**config.mk**
```make
export PLATFORM = sky130hd
export DESIGN_NAME = gpio_cfg_receiver
export DESIGN_NICKNAME = d
export VERILOG_FILES = /design/src/rtl/gpio_cfg_receiver.sv
export SDC_FILE = /design/constraint.sdc
export NUM_CORES = 1
export LEC_CHECK = 0
export BUFFER_PORTS_ARGS = -buffer_cell sky130_fd_sc_hd__clkbuf_2
export CAP_MARGIN = 5
export CORE_MARGIN = 3
export CORE_UTILIZATION = 41
export DETAILED_ROUTE_END_ITERATION = 10
export HOLD_SLACK_MARGIN = 0.03
export SETUP_SLACK_MARGIN = 0.1
export SLEW_MARGIN = 25
export SYNTH_ARGS = -nofsm -noshare
export SYNTH_HDL_FRONTEND = slang
export SYNTH_SLANG_ARGS = --single-unit
```
**constraint.sdc**
```tcl
create_clock -name clk -period 1.2 [get_ports clk]
set_input_delay 0.18 -clock clk [delete_from_list [all_inputs] [get_ports clk]]
set_output_delay 0.18 -clock clk [all_outputs]
set_load 0.02 [all_outputs]
```
**src/rtl/gpio_cfg_receiver.sv**
```systemverilog
// gpio_cfg_receiver: per-pad serial configuration chain receiver with mgmt/user pad muxing.
// Optional frame-length checking with sticky cfg_error is enabled by defining GPIO_CFG_FRAME_CHECK_EN.
module gpio_cfg_receiver #(
    parameter int                   CTRL_BITS   = 13,
    parameter logic [CTRL_BITS-1:0] DEFAULT_CFG = 13'h1803,
    parameter int                   SYNC_STAGES = 2
) (
    input  logic                 clk,
    input  logic                 resetn,
    input  logic                 serial_clock_in,
    input  logic                 serial_resetn_in,
    input  logic                 serial_data_in,
    output logic                 serial_clock_out,
    output logic                 serial_resetn_out,
    output logic                 serial_data_out,
    output logic [CTRL_BITS-1:0] cfg_word,
    output logic                 load_pulse,
`ifdef GPIO_CFG_FRAME_CHECK_EN
    output logic                 cfg_error,
`endif
    input  logic                 mgmt_gpio_out,
    output logic                 mgmt_gpio_in,
    input  logic                 user_gpio_out,
    input  logic                 user_gpio_oeb,
    output logic                 user_gpio_in,
    input  logic                 pad_gpio_in,
    output logic                 pad_gpio_out,
    output logic                 pad_gpio_outenb
);
    logic [SYNC_STAGES-1:0] sclk_sync_q, srst_sync_q, sdat_sync_q;
    logic                   sclk, srst, sdat;
    logic                   sclk_prev_q, srst_prev_q;
    logic                   rise, fall_rst, load, clear, commit;
    logic [CTRL_BITS-1:0]   shift_q, shift_d, shift_post, cfg_q, cfg_d;
    logic                   data_out_q, pulse_q;
    logic                   mgmt_ena, oeb;
`ifdef GPIO_CFG_FRAME_CHECK_EN
    localparam int cnt_w = $clog2(CTRL_BITS);
    logic [cnt_w-1:0] cnt_q, cnt_d, cnt_post;
    logic             err_q, err_d;
`endif

    assign sclk = sclk_sync_q[SYNC_STAGES-1];
    assign srst = srst_sync_q[SYNC_STAGES-1];
    assign sdat = sdat_sync_q[SYNC_STAGES-1];

    // Event detection and next-state: a coincident rise shifts first so a load commits the post-shift word
    always_comb begin
        rise       = sclk & ~sclk_prev_q;
        fall_rst   = ~srst & srst_prev_q;
        load       = fall_rst & sclk;
        clear      = fall_rst & ~sclk;
        shift_post = rise ? {shift_q[CTRL_BITS-2:0], sdat} : shift_q;
`ifdef GPIO_CFG_FRAME_CHECK_EN
        cnt_post   = rise ? ((cnt_q == cnt_w'(CTRL_BITS - 1)) ? '0 : cnt_q + 1'b1) : cnt_q;
        commit     = load & (cnt_post == '0);
        cnt_d      = (load | clear) ? '0 : cnt_post;
        err_d      = err_q | (load & ~commit);
`else
        commit     = load;
`endif
        shift_d    = clear ? '0 : shift_post;
        cfg_d      = commit ? shift_post : cfg_q;
    end

    // Synchronizers, edge history and configuration state; chains reset low so release makes no edge
    always_ff @(posedge clk or negedge resetn) begin
        if (!resetn) begin
            sclk_sync_q <= '0;
            srst_sync_q <= '0;
            sdat_sync_q <= '0;
            sclk_prev_q <= 1'b0;
            srst_prev_q <= 1'b0;
            shift_q     <= '0;
            cfg_q       <= DEFAULT_CFG;
            data_out_q  <= 1'b0;
            pulse_q     <= 1'b0;
        end else begin
            sclk_sync_q <= {sclk_sync_q[SYNC_STAGES-2:0], serial_clock_in};
            srst_sync_q <= {srst_sync_q[SYNC_STAGES-2:0], serial_resetn_in};
            sdat_sync_q <= {sdat_sync_q[SYNC_STAGES-2:0], serial_data_in};
            sclk_prev_q <= sclk;
            srst_prev_q <= srst;
            shift_q     <= shift_d;
            cfg_q       <= cfg_d;
            data_out_q  <= shift_q[CTRL_BITS-1];
            pulse_q     <= commit;
        end
    end

`ifdef GPIO_CFG_FRAME_CHECK_EN
    // Frame-length counter and sticky short-frame error
    always_ff @(posedge clk or negedge resetn) begin
        if (!resetn) begin
            cnt_q <= '0;
            err_q <= 1'b0;
        end else begin
            cnt_q <= cnt_d;
            err_q <= err_d;
        end
    end

    assign cfg_error = err_q;
`endif

    assign serial_clock_out  = sclk;
    assign serial_resetn_out = srst;
    assign serial_data_out   = data_out_q;
    assign cfg_word          = cfg_q;
    assign load_pulse        = pulse_q;

    assign mgmt_ena        = cfg_q[0];
    assign oeb             = cfg_q[1];
    assign pad_gpio_out    = mgmt_ena ? mgmt_gpio_out : user_gpio_out;
    assign pad_gpio_outenb = mgmt_ena ? oeb : user_gpio_oeb;
    assign mgmt_gpio_in    = pad_gpio_in;
    assign user_gpio_in    = mgmt_ena ? 1'b0 : pad_gpio_in;
endmodule

```
# ---- Yosys cells after proc, flatten, opt, wreduce, memory -nomap -nowiden
# Index checks and enable logic that the tools add are counted.
# W data, S select, Z words.
dict set report word_totals {
  reg_bits 36
  input_bits 9
  out_inout_bits 21
}
dict set report classes {
  n_mux 5
  bitwise 7
}
# operator count
set ops {}
lappend ops {{$mux W13} 2}
lappend ops {{$and A1 B1 Y1} 4}
lappend ops {{$mux W1} 3}
lappend ops {{$not A1 Y1} 3}

# ---- Logic depth before layout (Yosys ltp)
# Gate-level depths: netlist of run 1.
dict set report logic_depth {
  word_depth 4
  mapped_depth 5
  ltp_nobuf 3
}

# ---- Least setup slack after synthesis of run 1
# Ideal clock, no wire load.
dict set report synth_timing {
  path_type {register -> register}
  start {register srst_sync_q[1]}
  end {register cfg_q[2], in the netlist cfg_word[2]}
  setup_ps 129
  arrival_time_ps 1061
  t_required_ps 1071
  setup_slack_ps 10
  stages_incl_launch_ff 5
  n_path_buf 1
  synth_period_minus_slack_ps 1190
  cell_sequence {dfrtp_1 nand3b_2 buf_2 nand2_1 o21ai_0}
}
dict set report synth_between {
  elab_chain_cells 3
}
# item line_no
set synth_lines {}
lappend synth_lines {{start, declared} 30} ;# logic [SYNC_STAGES-1:0] sclk_sync_q, srst_sync_q, sdat_sync_q;
lappend synth_lines {{start signal, assigned} 80} ;# srst_sync_q <= {srst_sync_q[SYNC_STAGES-2:0], serial_resetn_in};
lappend synth_lines {{$not A1 Y1} 50} ;# fall_rst = ~srst & srst_prev_q;
lappend synth_lines {{$and A1 B1 Y1} 50}
lappend synth_lines {{$and A1 B1 Y1} 51} ;# load = fall_rst & sclk;
lappend synth_lines {{end signal, assigned} 85} ;# cfg_q <= cfg_d;
lappend synth_lines {{end, declared} 34} ;# logic [CTRL_BITS-1:0] shift_q, shift_d, shift_post, cfg_q, cfg_d;
# No other way between the ends.
# A chain may end at the register's enable or synchronous reset.

# ---- Worst setup path after layout of run 1
dict set report layout_timing {
  start {register cfg_q[0], in the netlist cfg_word[0]}
  end {output pad_gpio_outenb}
}
dict set report layout_between {
  elab_chain_cells 1
}
# item line_no
set layout_lines {}
lappend layout_lines {{$mux W1} 115} ;# assign pad_gpio_outenb = mgmt_ena ? oeb : user_gpio_oeb;
lappend layout_lines {{end, declared} 28} ;# output logic pad_gpio_outenb
# No other way between the ends.

==> metrics.yaml, run 1 <==
status: "finished, violations left"
violations: "negative setup slack"
yosysWarnings: 0
synth_seq_cells: 36
cts_root_buf: "clkbuf_4"
grt_util_all_layers: 0.151
grt_pass1_wl_um: 4820
synth_cells: 130
rsz0062_at_grt: "true"
layout_setup_ws_ps: -339
vias: 1156
design.core.area_sq_um: 3200
firstDrtPassIters: 4
fillers: 245
synth-xor-area-share: 0
setup_viol: 5
mostFrequentLayoutCell: "nand2_1"
die_area_sq_um: 4280
critPathMaxFanout: 3
synth_simple_gate_area_frac: 0.137
leakagePower_nw: 1.04
tritoncts: "built"
end_kind: "output port"
wl_per_cell_um: 14.5
max_slew_margin: 0.724
tightest_slew_ps: 413
wl_um: 3350
route.detailed.drc: 0
die_h_um: 65.4
synth_area_sq_um: 1450
synth_top_family_by_area: "simple AND/OR/NAND/NOR gates"
yosys.cell_types.count: 17
postRouteAntennaNets: 0
whs_ps: 297
cts-htree-levels: 2
hold_viol: 0
syn_avg_cell_area_sq_um: 11.1
final_max_slew_viol_count: 0
p_per_area_nw_per_um2: 1180
r2r_start: "srst_sync_q[1]$_DFF_PN0_"
clkLatencyLatePin_ps: 340
grt_overflow: 0
fp.dieW_um: 65.4
pre_cts_slack_ps: 18.5
post-route-period-util: 1.28
hold_path_class: "input pin to asynchronous set/reset pin"
n_antenna_cell: 0
grt_start_max_net_pins: 22
critPathArrivalTime_ps: 1360
antenna_found_initial: 0
ir_drop_v: 0.000652
fin_crit_ps: 1540
most-common-layout-cells: "nand2_1 (38), dfrtp_1 (28), buf_6 (15), buf_4 (15), a21oi_2 (13)"
gp_congestion: 0.756
io_buffers: 29
crit_type: "register to output port"
via_per_inst: 5.00
grt_pass1_vias: 1023
area_growth_pct: 50.9
syn-num-nets: 139
ios: 30
max_freq_mhz: 650
worstPathRequired_ps: 1020
nets: 195
drt_iter0_drc: 75
yosysSeqAreaShare: 0.626
place_hpwl_um: 1820
start_kind: "register"
clock_sinks: 36
cts_made_buffers: 5
clkSlewWorstSetupHoldPaths_ps: 110
drive_gt1_frac: 0.487
synthAdderAreaFrac: 0
tns_ps: -1070
rows: 20
synth-compound-area-share: 0.0899
finClkSkew_ps: 9.00
initial_core_util: 0.452
muxShareOfSynthArea: 0.105
cap_violations: 0
crit_start: "cfg_word[0]$_DFFE_PN1P_"
cts_buffer_depth: 2
-- critical path: stages, from the launching register on --
cell and delay, ps:
dfstp_2 580, mux2_4 310, buf_6 130
-- state kept, by name (all words and copies together), names as in the netlist --
name and cells:
sclk_prev_q 1, sclk_sync_q 2, serial_data_out 1, load_pulse 1, srst_prev_q 1, sdat_sync_q 2
cfg_word 13, shift_q 13, srst_sync_q 2
-- cell families after synthesis --
group,Yosys count
simple gates,44
flops,36
compound gates,26
mux,15
buf+inv,9
-- timing repair --
| action | CTS | global route |
|---|---|---|
| gates resized for setup | 15 | 69 |
| endpoints found under the hold margin | 14 | 0 |
| pin swaps | 24 | 4 |
| hold buffers | 4 | 0 |
| setup buffers | 2 | 13 |
| endpoints found under the setup margin | 13 | 35 |
| cloned | 1 | 4 |
-- routing by layer --
metal,vias up,track usage,part of all wire
li1,549,-,-
met4,0,0.0544,0.014
met1,569,0.178,0.42
met5,-,0,0
met2,31,0.254,0.51
met3,7,0.0547,0.050
-- path summary, 6_finish.rpt --
check / slack, ps / to / depth (start not counted)
max: -340 / pad_gpio_outenb / 2
min: 300 / serial_data_out$_DFF_PN0_ / 2
max reg2reg: 30 / shift_q[4]$_DFF_PN0_ / 4
min reg2reg: 360 / sdat_sync_q[1]$_DFF_PN0_ / 0
max in group asynchronous: 440 / srst_sync_q[1]$_DFF_PN0_ / 3
min in group clk: 360 / sdat_sync_q[1]$_DFF_PN0_ / 0
-- Yosys cell counts --
| cell | instances | area [sq um] |
|---|---|---|
| a21oi_1 | 13 | 65.1 |
| mux2_2 | 2 | 22.5 |
| inv_1 | 1 | 3.75 |
| nand2_1 | 39 | 146 |
| dfstp_2 | 4 | 105 |
| nand2b_2 | 1 | 8.76 |
| buf_6 | 1 | 11.3 |
| o21ai_0 | 7 | 35.0 |
| buf_2 | 3 | 15.0 |
| dfrtp_1 | 32 | 801 |
| nand3b_2 | 1 | 11.3 |
| o21ai_1 | 6 | 30.0 |
| nor3b_2 | 1 | 12.5 |
| mux2i_1 | 13 | 130 |
| buf_4 | 4 | 30.0 |
| nor2b_4 | 1 | 13.8 |
| nor2b_1 | 1 | 6.26 |
-- stage by stage --
| step | cell area (sq um) | total power, mW | util | instances |
|---|---|---|---|---|
| finish | 2180 | 2.57 | 0.682 | 231 |
| global placement | 1660 | 1.67 | 0.520 | 199 |
| global route | 2180 | 2.71 | 0.682 | 231 |
| floorplan | 1470 | 1.56 | - | 130 |
| CTS | 1870 | 2.45 | 0.584 | 214 |
| detailed placement | 1660 | 1.68 | 0.520 | 199 |
-- cell type report --
class                   instances  area, sq um  area share
flip-flops and latches         36          911       0.417
clock buffers                   8         68.8      0.0315
repair buffers                 54          520       0.238
inverters                       1         3.75     0.00172
multi-input cells              88          626       0.286
well taps                      44         55.1      0.0252
-- power breakdown --
group	switching, mW	internal, mW
registers	0.0745	1.29
logic	0.223	0.265
clock network	0.377	0.345
total	0.675	1.90
(Power assumes the default switching activity.)
==> run 2: changes to the inputs <==
--- a/config.mk
+++ b/config.mk
@@ -11,6 +11,7 @@
 export CORE_UTILIZATION = 41
 export DETAILED_ROUTE_END_ITERATION = 10
 export HOLD_SLACK_MARGIN = 0.03
+export PLACE_DENSITY = 0.65
 export SETUP_SLACK_MARGIN = 0.1
 export SLEW_MARGIN = 25
 export SYNTH_ARGS = -nofsm -noshare
==> constraint.sdc (replaced) <==
create_clock -name clk -period 1.3 [get_ports clk]
set_input_delay 0.195 -clock clk [delete_from_list [all_inputs] [get_ports clk]]
set_output_delay 0.195 -clock clk [all_outputs]
set_load 0.02 [all_outputs]
==> run 2 against run 1 <==
Power down 17%. Highest routed layer unchanged. Largest power group unchanged. Clock skew down 1.9 ps. Final cell count down 7.8%. Count of clock-buffer cells in the layout down 1. Clock power down 25%. Flip-flop and latch count unchanged. First-iteration DRC count down 1.3%. Setup slack better by 65 ps. The flow still finishes with violations (negative setup slack). Largest cell class unchanged.
==> metrics.yaml, run 2 (synthesis gave the netlist of run 1 again) <==
reg2reg_slack_ps: 170
crit_family: "flip-flops"
leakagePower_nw: 0.880
worstPathRequired_ps: 1110
tightest_slew_ps: 470
cts_root_buf: "clkbuf_4"
violations: "negative setup slack"
fin_crit_ps: 1570
p_per_area_nw_per_um2: 1170
rows: 20
place_area_sq_um: 1650
drt_iter0_drc: 74
regArea_sq_um: 907
die_h_um: 65.4
die_area_sq_um: 4280
path_cells: "mux2_4 > buf_8"
cts-htree-levels: 2
place_hpwl_um: 1840
p_total_mw: 2.14
design.core.area_sq_um: 3200
postRouteAntennaNets: 0
max_slew_margin: 0.687
ios: 30
drive_gt1_frac: 0.308
initial_core_util: 0.452
wl_per_cell_um: 12.5
area_growth_pct: 27.0
fin_util: 0.574
grt_util_all_layers: 0.146
grt_start_max_net_pins: 28
hold_viol: 0
firstDrtPassIters: 4
cts_made_buffers: 5
grt_overflow: 0
fp.dieW_um: 65.4
end_kind: "output port"
gp_congestion: 0.762
stdcell_area_sq_um: 1840
io_buffers: 29
cp_slowest_cell: "dfstp_2"
antenna_found_initial: 0
whs_ps: 335
clkLatencyLatePin_ps: 340
wl_um: 2670
status: "finished, violations left"
via_per_inst: 4.74
finClkSkew_ps: 7.13
clock_sinks: 36
hold_path_class: "input pin to asynchronous set/reset pin"
cap_violations: 0
mostFrequentLayoutCell: "nand2_1"
start_kind: "register"
setup_viol: 4
layout_setup_ws_ps: -274
clkSlewWorstSetupHoldPaths_ps: 90
rsz0062_at_grt: "true"
instances_no_fill: 213
grt_pass1_wl_um: 4710
post-route-period-util: 1.21
vias: 1010
final_max_slew_viol_count: 0
cp_num_cells: 2
tritoncts: "built"
r2r_cells: 4
cts_buffer_depth: 2
route.detailed.drc: 0
n_antenna_cell: 0
path_buf_inv: 1
most-common-layout-cells: "nand2_1 (39), dfrtp_1 (31), clkbuf_2 (21), a21oi_1 (13), mux2i_1 (13)"
crit_path_max_incr_delay_ps: 590
multi_input_area_sq_um: 489
nets: 178
max_freq_mhz: 635
dp_cells: 199
tns_ps: -734
ir_drop_v: 0.000732
fillers: 305
pre_cts_slack_ps: 60.9
critPathArrivalTime_ps: 1380
grt_pass1_vias: 1026
critPathMaxFanout: 4
crit_type: "register to output port"
-- run 2: changes by cell type in the layout (fill, tap and decap cells not counted), moves of 2 or more --
cell and delta:
mux2i_1 +2, buf_4 -11, a21oi_2 -13, nand3b_4 -3, clkbuf_2 +10, a21oi_1 +13, mux2i_2 -2, dfrtp_1 +3
buf_6 -12, dfrtp_2 -3, clkbuf_8 -2
-- run 2: final timing paths --
check,from,to
hold / removal,resetn,sclk_prev_q$_DFF_PN0_
setup / recovery,cfg_word[0]$_DFFE_PN1P_,pad_gpio_outenb
max in group asynchronous,resetn,cfg_word[7]$_DFFE_PN0P_
setup reg to reg,sclk_sync_q[1]$_DFF_PN0_,shift_q[11]$_DFF_PN0_
hold reg to reg,sdat_sync_q[0]$_DFF_PN0_,sdat_sync_q[1]$_DFF_PN0_
min in group clk,sdat_sync_q[0]$_DFF_PN0_,sdat_sync_q[1]$_DFF_PN0_
-- run 2: repair_timing --
| item | 4_1_cts | 5_1_grt |
|---|---|---|
| resized for setup | 15 | 15 |
| endpoints found under the setup margin | 8 | 12 |
| hold buffers | 4 | 0 |
| setup buffers | 1 | 2 |
| hold endpoints to repair | 16 | 0 |
-- run 2: layout make-up --
type	instances	share of cell area
Multi-Input combinational cell	85	0.266
Inverter	1	0.00204
Sequential cell	36	0.494
Tap cell	44	0.0300
Timing Repair Buffer	40	0.184
Clock buffer	7	0.0245
-- run 2: routing by layer --
layer	vias up	routed length (um)	GRT usage
met1	473	1110	0.156
met4	0	40	0.0622
met2	26	1370	0.260
met3	5	149	0.0479
met5	-	0	0
li1	506	-	-
-- run 2: worst register-to-register path, delay by kind of cell, from the launching register on --
family          cells  cell delay, ps
buf+inv             2             360
compound gates      1              60
flops               1             460
simple gates        1             140
-- run 2: power by group --
| group | internal, mW | switching, mW |
|---|---|---|
| sequential | 1.19 | 0.0548 |
| combinational | 0.180 | 0.180 |
| clock | 0.204 | 0.334 |
| total | 1.57 | 0.569 |
==> run 3: changes to the inputs <==
==> constraint.sdc (replaced) <==
create_clock -name clk -period 1.36 [get_ports clk]
set_input_delay 0.204 -clock clk [delete_from_list [all_inputs] [get_ports clk]]
set_output_delay 0.204 -clock clk [all_outputs]
set_load 0.02 [all_outputs]
==> run 3 against run 2 <==
The flow still finishes with violations (negative setup slack). Largest power group unchanged. Global-route usage hardly changed. Setup slack better by 56 ps. Worst hold slack gained 3.2 ps. Critical endpoint unchanged. Count of clock-buffer cells in the layout is 1 lower. Via count rose by 2.1%. Clock power increased by 8.0%. Flip-flop and latch count unchanged. Register-to-register slack better by 70 ps. Core utilization is 0.35 points higher. Non-clock buffer count did not move. Combinational power fell by 1%. Die area stayed put.
==> metrics.yaml, run 3 (synthesis gave the netlist of run 1 again) <==
nets: 178
cts_made_buffers: 5
final_max_slew_viol_count: 0
pre_cts_slack_ps: 110
worstPathRequired_ps: 1160
whs_ps: 338
place_hpwl_um: 1820
fin_crit_ps: 1580
grt_util_all_layers: 0.146
cts_buffer_depth: 2
most-common-layout-cells: "nand2_1 (39), dfrtp_1 (31), clkbuf_2 (22), a21oi_1 (13), mux2i_1 (13)"
max_freq_mhz: 634
reg2reg_to: "cfg_word[9]$_DFFE_PN0P_"
cts_root_buf: "clkbuf_4"
status: "finished, violations left"
reg2reg_slack_ps: 240
clkSlewWorstSetupHoldPaths_ps: 100
end_kind: "output port"
die_h_um: 65.4
post-route-period-util: 1.16
rsz0062_at_grt: "true"
crit_type: "register to output port"
setup_viol: 3
n_antenna_cell: 0
clock_sinks: 36
clkLatencyLatePin_ps: 340
antenna_found_initial: 0
fp.dieW_um: 65.4
ios: 30
hold_viol: 0
stdcell_area_sq_um: 1850
design.core.area_sq_um: 3200
grt_pass1_vias: 1042
initial_core_util: 0.452
finClkSkew_ps: 7.75
rows: 20
start_kind: "register"
mostFrequentLayoutCell: "nand2_1"
critPathArrivalTime_ps: 1370
instances_no_fill: 214
ir_drop_v: 0.000560
dp_cells: 199
via_per_inst: 4.82
cap_violations: 0
r2r_cells: 3
drt_iter0_drc: 60
tritoncts: "built"
critPathMaxFanout: 4
fin_util: 0.577
route.detailed.drc: 0
p_per_area_nw_per_um2: 1150
firstDrtPassIters: 4
grt_pass1_wl_um: 4660
place_area_sq_um: 1650
tightest_slew_ps: 457
wl_per_cell_um: 12.3
r2r_start: "sclk_prev_q$_DFF_PN0_"
layout_setup_ws_ps: -218
vias: 1031
postRouteAntennaNets: 0
violations: "negative setup slack"
gp_congestion: 0.779
drive_gt1_frac: 0.324
hold_path_class: "input pin to asynchronous set/reset pin"
max_slew_margin: 0.695
leakagePower_nw: 0.892
grt_start_max_net_pins: 28
cts-htree-levels: 2
wl_um: 2630
area_growth_pct: 27.7
io_buffers: 29
die_area_sq_um: 4280
grt_overflow: 0
==> run 3: final cells by class <==
| cell class | count | area, sq um |
|---|---|---|
| multi-input cells | 85 | 489 |
| flip-flops and latches | 36 | 907 |
| clock buffers | 6 | 51.3 |
| repair buffers | 40 | 333 |
| fillers | 292 | 1350 |
| inverters | 1 | 3.75 |
| clock inverters | 2 | 10.0 |
| well taps | 44 | 55.1 |
==> run 3: stage by stage <==
step / setup TNS, ps / power, mW
6_report: -592 / 2.12
5_1_grt: -835 / 2.26
4_1_cts: -692 / 2.14
3_5_place_dp: 0 / 1.47
3_3_place_gp: 0 / 1.46
2_1_floorplan: 0 / 1.36
==> run 3: how the worst max path moves through the flow <==
stage,startpoint,endpoint,slack (ps),depth (start not counted)
floorplan,cfg_word[0]$_DFFE_PN1P_,pad_gpio_out,150,1
global placement,cfg_word[0]$_DFFE_PN1P_,pad_gpio_outenb,130,2
detailed placement,cfg_word[0]$_DFFE_PN1P_,pad_gpio_out,110,2
CTS,cfg_word[0]$_DFFE_PN1P_,pad_gpio_out,-250,2
global route,cfg_word[0]$_DFFE_PN1P_,pad_gpio_out,-280,2
finish,cfg_word[0]$_DFFE_PN1P_,pad_gpio_outenb,-220,2
==> run 3: what timing repair did <==
| item | in CTS | in global routing |
|---|---|---|
| buffers inserted | 3 | 2 |
| gates cloned | 0 | 0 |
| endpoints found under the setup margin | 7 | 9 |
| hold buffers | 4 | 0 |
| gates resized for setup | 16 | 11 |
| hold endpoints to repair | 15 | 0 |
==> run 3: worst max-delay path, stage by stage (launching register included) <==
cell and delay, ps:
dfstp_2 590, mux2_4 320, buf_8 130
==> run 3: report_power, final <==
group          switching (mW)  total [mW]  leakage (nW)  internal, mW
combinational           0.176       0.355         0.389         0.179
clock                   0.335       0.581        0.0380         0.246
sequential             0.0510        1.19         0.465          1.14
==> run 3: layer usage <==
layer | track usage | part of all wire
met1 | 0.164 | 0.43
met2 | 0.244 | 0.50
met3 | 0.0530 | 0.054
met4 | 0.0699 | 0.022
met5 | 0 | 0
